==> src/rtl/lock_pkg.sv <==
// Shared constants and state type for the combination-lock supervisor.
package lock_pkg;

  localparam logic [3:0] LED_IDLE = 4'b1111;
  localparam logic [3:0] LED_OPEN = 4'b0000;
  localparam logic [3:0] LED_ERR  = 4'b0101;
  localparam logic [3:0] KEY_CLR  = 4'b1000;

  typedef enum logic [1:0] {
    ARMED    = 2'd0,
    UNLOCKED = 2'd1,
    CLEAR    = 2'd2,
    LOCKOUT  = 2'd3
  } sup_state_t;

endpackage

==> src/rtl/lock_supervisor_if.sv <==
// Key/LED/status bundle between the user-side key source, the lock and the supervisor.
interface lock_supervisor_if;
  import lock_pkg::*;

  logic [3:0] key_in;
  logic [3:0] lock_led;
  logic [3:0] key_out;
  logic       alarm;
  logic       unlocked;
  logic [3:0] fail_cnt;

  modport master (
    output key_in, lock_led,
    input  key_out, alarm, unlocked, fail_cnt
  );

  modport slave (
    input  key_in, lock_led,
    output key_out, alarm, unlocked, fail_cnt
  );

endinterface

==> src/rtl/lock_supervisor_timer.sv <==
// 32-bit up-counter with synchronous clear, enable and terminal-count compare.
module sup_timer (
  input  logic        clk,
  input  logic        rstn,
  input  logic        clr,
  input  logic        en,
  input  logic [31:0] tc,
  output logic        done
);
  import lock_pkg::*;

  logic [31:0] count;

  always_ff @(posedge clk or negedge rstn) begin
    if (!rstn) begin
      count <= '0;
    end else if (clr) begin
      count <= '0;
    end else if (en) begin
      count <= count + 32'd1;
    end
  end

  assign done = en && (count == tc);

endmodule

==> src/rtl/lock_supervisor.sv <==
// Supervisor between user keys and the lock: forwards keys, auto-clears errors,
// locks out after repeated failures and auto-relocks an open lock.
module lock_supervisor #(
  parameter int unsigned RELOCK_CYCLES  = 250_000_000,
  parameter int unsigned LOCKOUT_CYCLES = 1_500_000_000,
  parameter int unsigned MAX_FAILS      = 3,
  parameter int unsigned CLR_RETRY      = 8
) (
  input  logic               clk,
  input  logic               rstn,
  lock_supervisor_if.slave   bus
);
  import lock_pkg::*;

  localparam logic [3:0]  FAIL_MAX   = 4'(MAX_FAILS);
  localparam logic [31:0] RELOCK_TC  = 32'(RELOCK_CYCLES - 1);
  localparam logic [31:0] LOCKOUT_TC = 32'(LOCKOUT_CYCLES - 1);
  localparam logic [31:0] CLR_TC     = 32'(CLR_RETRY - 1);

  function automatic logic [3:0] sat_inc(input logic [3:0] v);
    return (v >= FAIL_MAX) ? FAIL_MAX : v + 4'd1;
  endfunction

  sup_state_t  state, state_nx;
  logic [3:0]  key_nx;
  logic [3:0]  fail_nx;
  logic        tmr_clr;
  logic        tmr_en;
  logic [31:0] tmr_tc;
  logic        tmr_done;

  // Timer enable and compare value depend only on the current state, so the
  // done flag never loops back through the next-state logic.
  assign tmr_en = (state != ARMED);
  assign tmr_tc = (state == UNLOCKED) ? RELOCK_TC :
                  (state == LOCKOUT)  ? LOCKOUT_TC : CLR_TC;

  sup_timer u_timer (
    .clk  (clk),
    .rstn (rstn),
    .clr  (tmr_clr),
    .en   (tmr_en),
    .tc   (tmr_tc),
    .done (tmr_done)
  );

  always_comb begin
    state_nx = state;
    key_nx   = 4'b0000;
    fail_nx  = bus.fail_cnt;
    tmr_clr  = 1'b0;
    case (state)
      ARMED: begin
        key_nx = bus.key_in;
        if (bus.lock_led == LED_ERR) begin
          fail_nx = sat_inc(bus.fail_cnt);
          key_nx  = 4'b0000;
          if (fail_nx == FAIL_MAX) begin
            state_nx = LOCKOUT;
          end else begin
            key_nx   = KEY_CLR;
            state_nx = CLEAR;
          end
        end else if (bus.lock_led == LED_OPEN) begin
          fail_nx  = 4'd0;
          state_nx = UNLOCKED;
        end
      end
      UNLOCKED: begin
        key_nx = bus.key_in;
        if (bus.lock_led == LED_IDLE) begin
          state_nx = ARMED;
        end else if (tmr_done) begin
          // OR-ing keeps a coincident user key 3 to a single pulse.
          key_nx   = bus.key_in | KEY_CLR;
          state_nx = CLEAR;
        end
      end
      CLEAR: begin
        if (bus.lock_led == LED_IDLE) begin
          state_nx = ARMED;
        end else if (tmr_done) begin
          key_nx  = KEY_CLR;
          tmr_clr = 1'b1;
        end
      end
      LOCKOUT: begin
        if (tmr_done) begin
          fail_nx  = 4'd0;
          key_nx   = KEY_CLR;
          state_nx = CLEAR;
        end
      end
      default: state_nx = ARMED;
    endcase
    if (state_nx != state) tmr_clr = 1'b1;
  end

  always_ff @(posedge clk or negedge rstn) begin
    if (!rstn) begin
      state        <= ARMED;
      bus.key_out  <= 4'b0000;
      bus.fail_cnt <= 4'd0;
      bus.alarm    <= 1'b0;
      bus.unlocked <= 1'b0;
    end else begin
      state        <= state_nx;
      bus.key_out  <= key_nx;
      bus.fail_cnt <= fail_nx;
      bus.alarm    <= (state_nx == LOCKOUT);
      bus.unlocked <= (state_nx == UNLOCKED);
    end
  end

endmodule
==> src/flat_wrapper.sv <==
// flat-port wrapper written by rule: the top's interface ports become plain ports
module lock_supervisor_flat import lock_pkg::*;
#(
  parameter int unsigned RELOCK_CYCLES  = 250_000_000,
  parameter int unsigned LOCKOUT_CYCLES = 1_500_000_000,
  parameter int unsigned MAX_FAILS      = 3,
  parameter int unsigned CLR_RETRY      = 8
)
  (clk, rstn, bus_key_in, bus_lock_led, bus_key_out, bus_alarm, bus_unlocked, bus_fail_cnt);
  lock_supervisor_if bus_i ();
  input  logic clk;
  input  logic rstn;
  input wire logic [$bits(bus_i.key_in)-1:0] bus_key_in;
  input wire logic [$bits(bus_i.lock_led)-1:0] bus_lock_led;
  output wire logic [$bits(bus_i.key_out)-1:0] bus_key_out;
  output wire logic [$bits(bus_i.alarm)-1:0] bus_alarm;
  output wire logic [$bits(bus_i.unlocked)-1:0] bus_unlocked;
  output wire logic [$bits(bus_i.fail_cnt)-1:0] bus_fail_cnt;
  assign bus_i.key_in = bus_key_in;
  assign bus_i.lock_led = bus_lock_led;
  assign bus_key_out = bus_i.key_out;
  assign bus_alarm = bus_i.alarm;
  assign bus_unlocked = bus_i.unlocked;
  assign bus_fail_cnt = bus_i.fail_cnt;
  lock_supervisor #(.RELOCK_CYCLES(RELOCK_CYCLES), .LOCKOUT_CYCLES(LOCKOUT_CYCLES), .MAX_FAILS(MAX_FAILS), .CLR_RETRY(CLR_RETRY)) u_core (.clk(clk), .rstn(rstn), .bus(bus_i));
endmodule
==> config.mk <==
export PLATFORM = sky130hd
export DESIGN_NAME = lock_supervisor_flat
export DESIGN_NICKNAME = d
export VERILOG_FILES = /design/src/rtl/lock_pkg.sv /design/src/rtl/lock_supervisor_if.sv /design/src/rtl/lock_supervisor_timer.sv /design/src/rtl/lock_supervisor.sv /design/src/flat_wrapper.sv
export SDC_FILE = /design/constraint.sdc
export NUM_CORES = 1
export LEC_CHECK = 0
export CAP_MARGIN = 40
export CORE_MARGIN = 3
export CORE_UTILIZATION = 33
export DETAILED_ROUTE_END_ITERATION = 10
export HOLD_SLACK_MARGIN = 0.08
export SYNTH_ARGS = -nofsm -noshare
export SYNTH_HDL_FRONTEND = slang
export SYNTH_HIERARCHICAL = 1
export SYNTH_SLANG_ARGS = --single-unit
==> constraint.sdc <==
create_clock -name clk -period 4.8 [get_ports clk]
set_input_delay 0.96 -clock clk [delete_from_list [all_inputs] [get_ports clk]]
set_output_delay 0.96 -clock clk [all_outputs]
set_load 0.005 [all_outputs]
==> flow_summary.toml, run 1 <==
[worst_setup_path]
cp_max_fo = 12
crit_type = "flip-flop to flip-flop"
cp-start-kind = "flip-flop"
critPathCaptureType = "flip-flop"
worst-endpoint-required_ps = 5030
cp.arrival_ps = 4080

[clock_tree]
cts_inserted_buffers = 5
clkSinkCount = 44
cts_buffer_depth = 2
cts_tree = "done"
ctsHtreeMaxLevel = 2
clockRootBuffer = "clkbuf_8"
insertion_delay_ps = 300
postCtsSetupBuffers = 0
ctsResizeCount = 0
cts.hold.buffers_added = 0
clk_pin_slew_worst_paths_ps = 80

[drt]
drtIter0Drc = 90
routed_wl_um = 5940
first_pass_iters = 4
wire_per_inst_um = 14.1
drcViolationCount = 0
vias = 2128
ant_nets = 0
vias_per_cell = 5.05

[power_and_ir_drop]
p_leak_nw = 1.45
p_total_mw = 1.15
irDropWorstVdd_uv = 133
power_density_nw_per_um2 = 361

[synth]
synth_top_area_cell = "dfrtp_1"
yosysWarnings = 6
syn-cell-area_um2 = 2760
yosysTopAreaCellShare_pct = 39.9
synthTopCellsByArea = "dfrtp_1 (40%), xor2_1 (12%), mux2_2 (5.3%), nor2b_1 (3.6%), nor2_1 (3.5%)"
yosysSeqAreaShare_pct = 39.9
ys_ff_latch = 44
syn_inst = 294
avgSynthCellArea_um2 = 9.40
ys_types = 52

[floorplanning]
coreArea_um2 = 7930
io_pins = 20
die-width_um = 97.5
die-area_um2 = 9510
die_y_um = 97.5
initial_core_util_pct = 34.8
row_count = 32

[sta]
drv_slew = 0
period_minus_slack_ps = 3850
final-hold-violation-count = 0
worstMarginPinSlew_ps = 522
fmax_mhz = 260
tns_ps = 0
finalSetupViolCount = 0
grt_setup_unrepaired = "no"
post-route-period-util_pct = 80.3
maxSlewHeadroom_pct = 65.2
skew_ps = 6.86

[cells_and_area]
n_fill_cell = 801
fin_area_um2 = 3180
areaGrowthSynthToFinish_pct = 15.0
drive_gt1_share_pct = 12.5
layoutNonFillerInstCount = 421
num_antenna_cells = 0
fin_nets = 330

[place]
dp_hpwl_um = 4320
numPortBuffers = 19
place_area_um2 = 3090
gp_congestion = 0.830
dp.cells = 413

[global_route]
grt_pass1_vias = 2088
grt_usage_pct = 13.1
overflow = 0
grt_pass1_wl_um = 10300
grt_max_degree = 25
antenna_found_initial = 0

[run_status]
status = "finished clean"

[flow_run]
cap_violations = 0

[worst_hold_path]
hold_path_class = "flip-flop to flip-flop"
==> cell usage in the layout, fill, tap and decap left out, drive strengths merged, types with 5 or more instances in the layout <==
cell	count
o31ai	7
nand4	7
nand2	15
nor2b	16
nor4	12
nor3	12
or3	5
conb	9
inv	5
nor2	26
clkbuf	8
mux2	15
and2	7
dfrtp	44
or4	7
nand3	14
xor2	38
o21ai	5
a21oi	10
buf	7
clkdlybuf4s50	18
==> worst max-delay path: stages, from the launching register on <==
cell	delay (ps)
dfrtp_1	560
and2_2	410
xor2_1	120
nor4_1	350
nand4_1	120
nor3_1	260
buf_4	180
o21a_1	110
a211o_2	140
o2111ai_2	290
or3_1	520
or4_1	540
a21oi_1	150
==> layout make-up <==
cell class	count	area (um2)	share of cell area, %
Clock buffer	8	90.1	2.84
Inverter	5	18.8	0.591
Multi-Input combinational cell	237	1600	50.3
Sequential cell	44	1100	34.7
Tap cell	102	128	4.02
Timing Repair Buffer	25	243	7.64
==> per-layer routing <==
layer  up-vias  track usage [%]  wire [um]
met5         -                0          0
met4         0             4.37         76
met3         8             3.16        250
met2        36             20.3       2730
met1      1008             18.0       2890
li1       1076                -          -
==> cells by family (layout without fill, tap and decap cells) <==
group           Yosys count  in the layout  share of synthesized area [%]
compound gates           34             34                           8.83
xor+xnor                 41             41                           13.0
fa+ha+maj                 2              2                          0.906
buf+inv                  20             38                           3.31
flops                    44             44                           39.9
mux                      17             17                           6.84
other cells               2              9                          0.272
simple gates            134            134                           27.0
==> path summary, 6_finish.rpt <==
kind	from	to	slack (ps)	cells past startpoint
worst max-delay path	u_core/state[1]	u_core/u_timer/count[30]	950	12
worst min-delay path	u_core/bus.fail_cnt[1]	u_core/bus.fail_cnt[1]	530	1
worst max register to register	u_core/state[1]	u_core/u_timer/count[30]	950	12
worst min register to register	u_core/bus.fail_cnt[1]	u_core/bus.fail_cnt[1]	530	1
max in group asynchronous	rstn	u_core/u_timer/count[19]	3660	2
min in group asynchronous	rstn	u_core/bus.unlocked	620	1
==> flip-flops by register name, summed over array words and instances, names as in the netlist <==
name	flops
u_core/u_timer/count	32
u_core/bus.fail_cnt	4
u_core/bus.key_out	4
u_core/state	2
u_core/bus.alarm	1
u_core/bus.unlocked	1
==> report_power, final <==
part	switching [mW]	internal, mW
logic	0.266	0.191
registers	0.0369	0.407
clock network	0.128	0.118
total	0.430	0.716
==> synthesized netlist by cell type (all sizes together) <==
library cell / n
dfrtp: 44
xor2: 38
nor2: 26
nor2b: 16
mux2: 15
nand2: 15
nand3: 14
nor3: 12
nor4: 12
a21oi: 10
buf: 8
and2: 7
clkbuf: 7
nand4: 7
o31ai: 7
or4: 7
inv: 5
o21ai: 5
or3: 5
and3: 4
and4: 3
xnor2: 3
a21boi: 2
conb: 2
ha: 2
mux2i: 2
o211a: 2
or2: 2
a211o: 1
a211oi: 1
a21bo: 1
a22oi: 1
and4bb: 1
nand2b: 1
nand4bb: 1
nor3b: 1
o2111ai: 1
o211ai: 1
o21a: 1
o2bb2ai: 1
==> through the flow <==
step / worst slack [ps] / utilization [%] / hold slack [ps]
2_1_floorplan: 1090 / - / 515
3_3_place_gp: 955 / 38.7 / 534
3_5_place_dp: 852 / 38.9 / 516
4_1_cts: 929 / 40.1 / 536
5_1_grt: 660 / 40.1 / 559
6_report: 947 / 40.1 / 532
Power figures use the tool's default switching activity.
==> run 2: changes to the inputs <==
==> constraint.sdc (replaced) <==
create_clock -name clk -period 3.1 [get_ports clk]
set_input_delay 0.62 -clock clk [delete_from_list [all_inputs] [get_ports clk]]
set_output_delay 0.62 -clock clk [all_outputs]
set_load 0.005 [all_outputs]
==> run 2 against run 1 <==
- die area unchanged
- hold slack got worse by 270 ps
- total power increased by 72%
- highest routed layer unchanged
- largest power group unchanged
- critical path type unchanged
- wire length increased by 5.9%
- sequential share of layout area decreased by 2.6 points
- critical endpoint unchanged
- first-iteration DRC count increased by 42%
- setup slack got worse by 870 ps
- critical path depth decreased by 1
- combinational power increased by 82%
==> flow_summary.toml, run 2 (synthesis results as in run 1) <==
[run_status]
status = "finished clean"

[place]
dp_hpwl_um = 4420
numPortBuffers = 19
gp_congestion = 0.813
place_area_um2 = 3240
dp.cells = 428

[drt]
first_pass_iters = 4
routed_wl_um = 6290
drtIter0Drc = 128
vias = 2239
ant_nets = 0
vias_per_cell = 5.12
drcViolationCount = 0
wire_per_inst_um = 14.4

[worst_setup_path]
critPathCaptureType = "flip-flop"
reg2reg_from = "u_core/state[1]"
cp-start-kind = "flip-flop"
worst-endpoint-required_ps = 3340
cp.arrival_ps = 3270
cp_max_fo = 8
crit_start = "u_core/state[1]"
crit_type = "flip-flop to flip-flop"

[sta]
tns_ps = 0
fmax_mhz = 330
worstMarginPinSlew_ps = 529
skew_ps = 7.33
finalSetupViolCount = 0
maxSlewHeadroom_pct = 64.7
post-route-period-util_pct = 97.7
drv_slew = 0
grt_setup_unrepaired = "yes"
final-hold-violation-count = 0
period_minus_slack_ps = 3030

[clock_tree]
cts.hold.buffers_added = 0
ctsHtreeMaxLevel = 2
clkSinkCount = 44
clockRootBuffer = "clkbuf_8"
insertion_delay_ps = 300
clk_pin_slew_worst_paths_ps = 90
cts_tree = "done"
cts_inserted_buffers = 5
cts_buffer_depth = 2

[floorplanning]
initial_core_util_pct = 34.8
coreArea_um2 = 7930
io_pins = 20
die_y_um = 97.5
die-width_um = 97.5
row_count = 32
die-area_um2 = 9510

[cells_and_area]
final_util_pct = 43.4
final_cell_mix = "dfrtp_1 (43), xor2_1 (38), nor2_1 (26)"
largest_reg_flops = 32
fin_nets = 346
reg_top3 = "u_core/u_timer/count (32), u_core/bus.fail_cnt (4), u_core/bus.key_out (4)"
fin_area_um2 = 3440
mostFrequentLayoutCell = "dfrtp_1"
multi_input_area_um2 = 1700
areaGrowthSynthToFinish_pct = 24.6
drive_gt1_share_pct = 22.7
layoutNonFillerInstCount = 437
n_fill_cell = 790
top_register = "u_core/u_timer/count"
layout.area.seq_um2 = 1100
num_antenna_cells = 0

[power_and_ir_drop]
power_density_nw_per_um2 = 572
p_leak_nw = 1.57
irDropWorstVdd_uv = 272

[worst_hold_path]
hold_path_class = "primary input to asynchronous set/reset pin"

[global_route]
grt_pass1_wl_um = 10700
antenna_found_initial = 0
grt_usage_pct = 13.5
grt_max_degree = 46
grt_pass1_vias = 2227
overflow = 0

[flow_run]
cap_violations = 0
==> run 2: cell count changes in the layout (fill, tap and decap cells not counted), sizes merged <==
cell      delta
buf         +16
clkbuf       -3
bufinv       +1
clkinvlp     +1
inv          +1
==> run 2: path summary, 6_finish.rpt <==
check                                           endpoint  cells after the start  slack (ps)
worst max-delay path            u_core/u_timer/count[30]                     11          70
max in group asynchronous                u_core/state[1]                      2        2330
worst min-delay path               u_core/bus.key_out[3]                      1         260
worst min register to register    u_core/bus.fail_cnt[1]                      1         550
worst max register to register  u_core/u_timer/count[30]                     11          70
min in group clk                  u_core/bus.fail_cnt[1]                      1         550
==> run 2: critical path: stages, from the launching register on <==
cell       delay (ps)
dfrtp_2           450
and2_4            220
xor2_1            150
nor4_1            260
nand4_1           180
nor3_4            240
o21a_1            160
a211o_4           120
o2111ai_4         110
or3_4             430
or4_4             500
a21oi_2           130
==> run 2: through the flow <==
step           power, mW  hold WS [ps]  worst slack (ps)
2_1_floorplan       1.27           324             -1.39
3_3_place_gp        1.47           518             -3.33
3_5_place_dp        1.48           539             -45.8
4_1_cts             1.95           269              46.4
5_1_grt             2.11           282             -68.3
6_report            1.97           260              72.0
==> run 2: per-layer routing <==
metal	global-route usage [%]	routed length, um
met1	17.9	2990
met2	22.2	2980
met3	2.80	253
met4	3.83	70
met5	0	0
==> run 2: repair_timing <==
action | in CTS | in global routing
gates resized for setup | 1 | 14
gates cloned | 0 | 0
setup buffers | 0 | 1
endpoints found under the setup margin | 1 | 13
pin swaps | 0 | 16
endpoints found under the hold margin | 0 | 0
==> run 2: report_power, final <==
| part | internal, mW | switching [mW] |
|---|---|---|
| Clock | 0.243 | 0.216 |
| Sequential | 0.631 | 0.0456 |
| Combinational | 0.364 | 0.471 |
==> run 2: area by class of cell <==
type | count | area share [%]
Clock buffer | 5 | 2.00
Multi-Input combinational cell | 237 | 49.5
Clock inverter | 3 | 1.34
Tap cell | 102 | 3.71
Sequential cell | 44 | 32.0
Timing Repair Buffer | 41 | 10.9
Inverter | 5 | 0.545
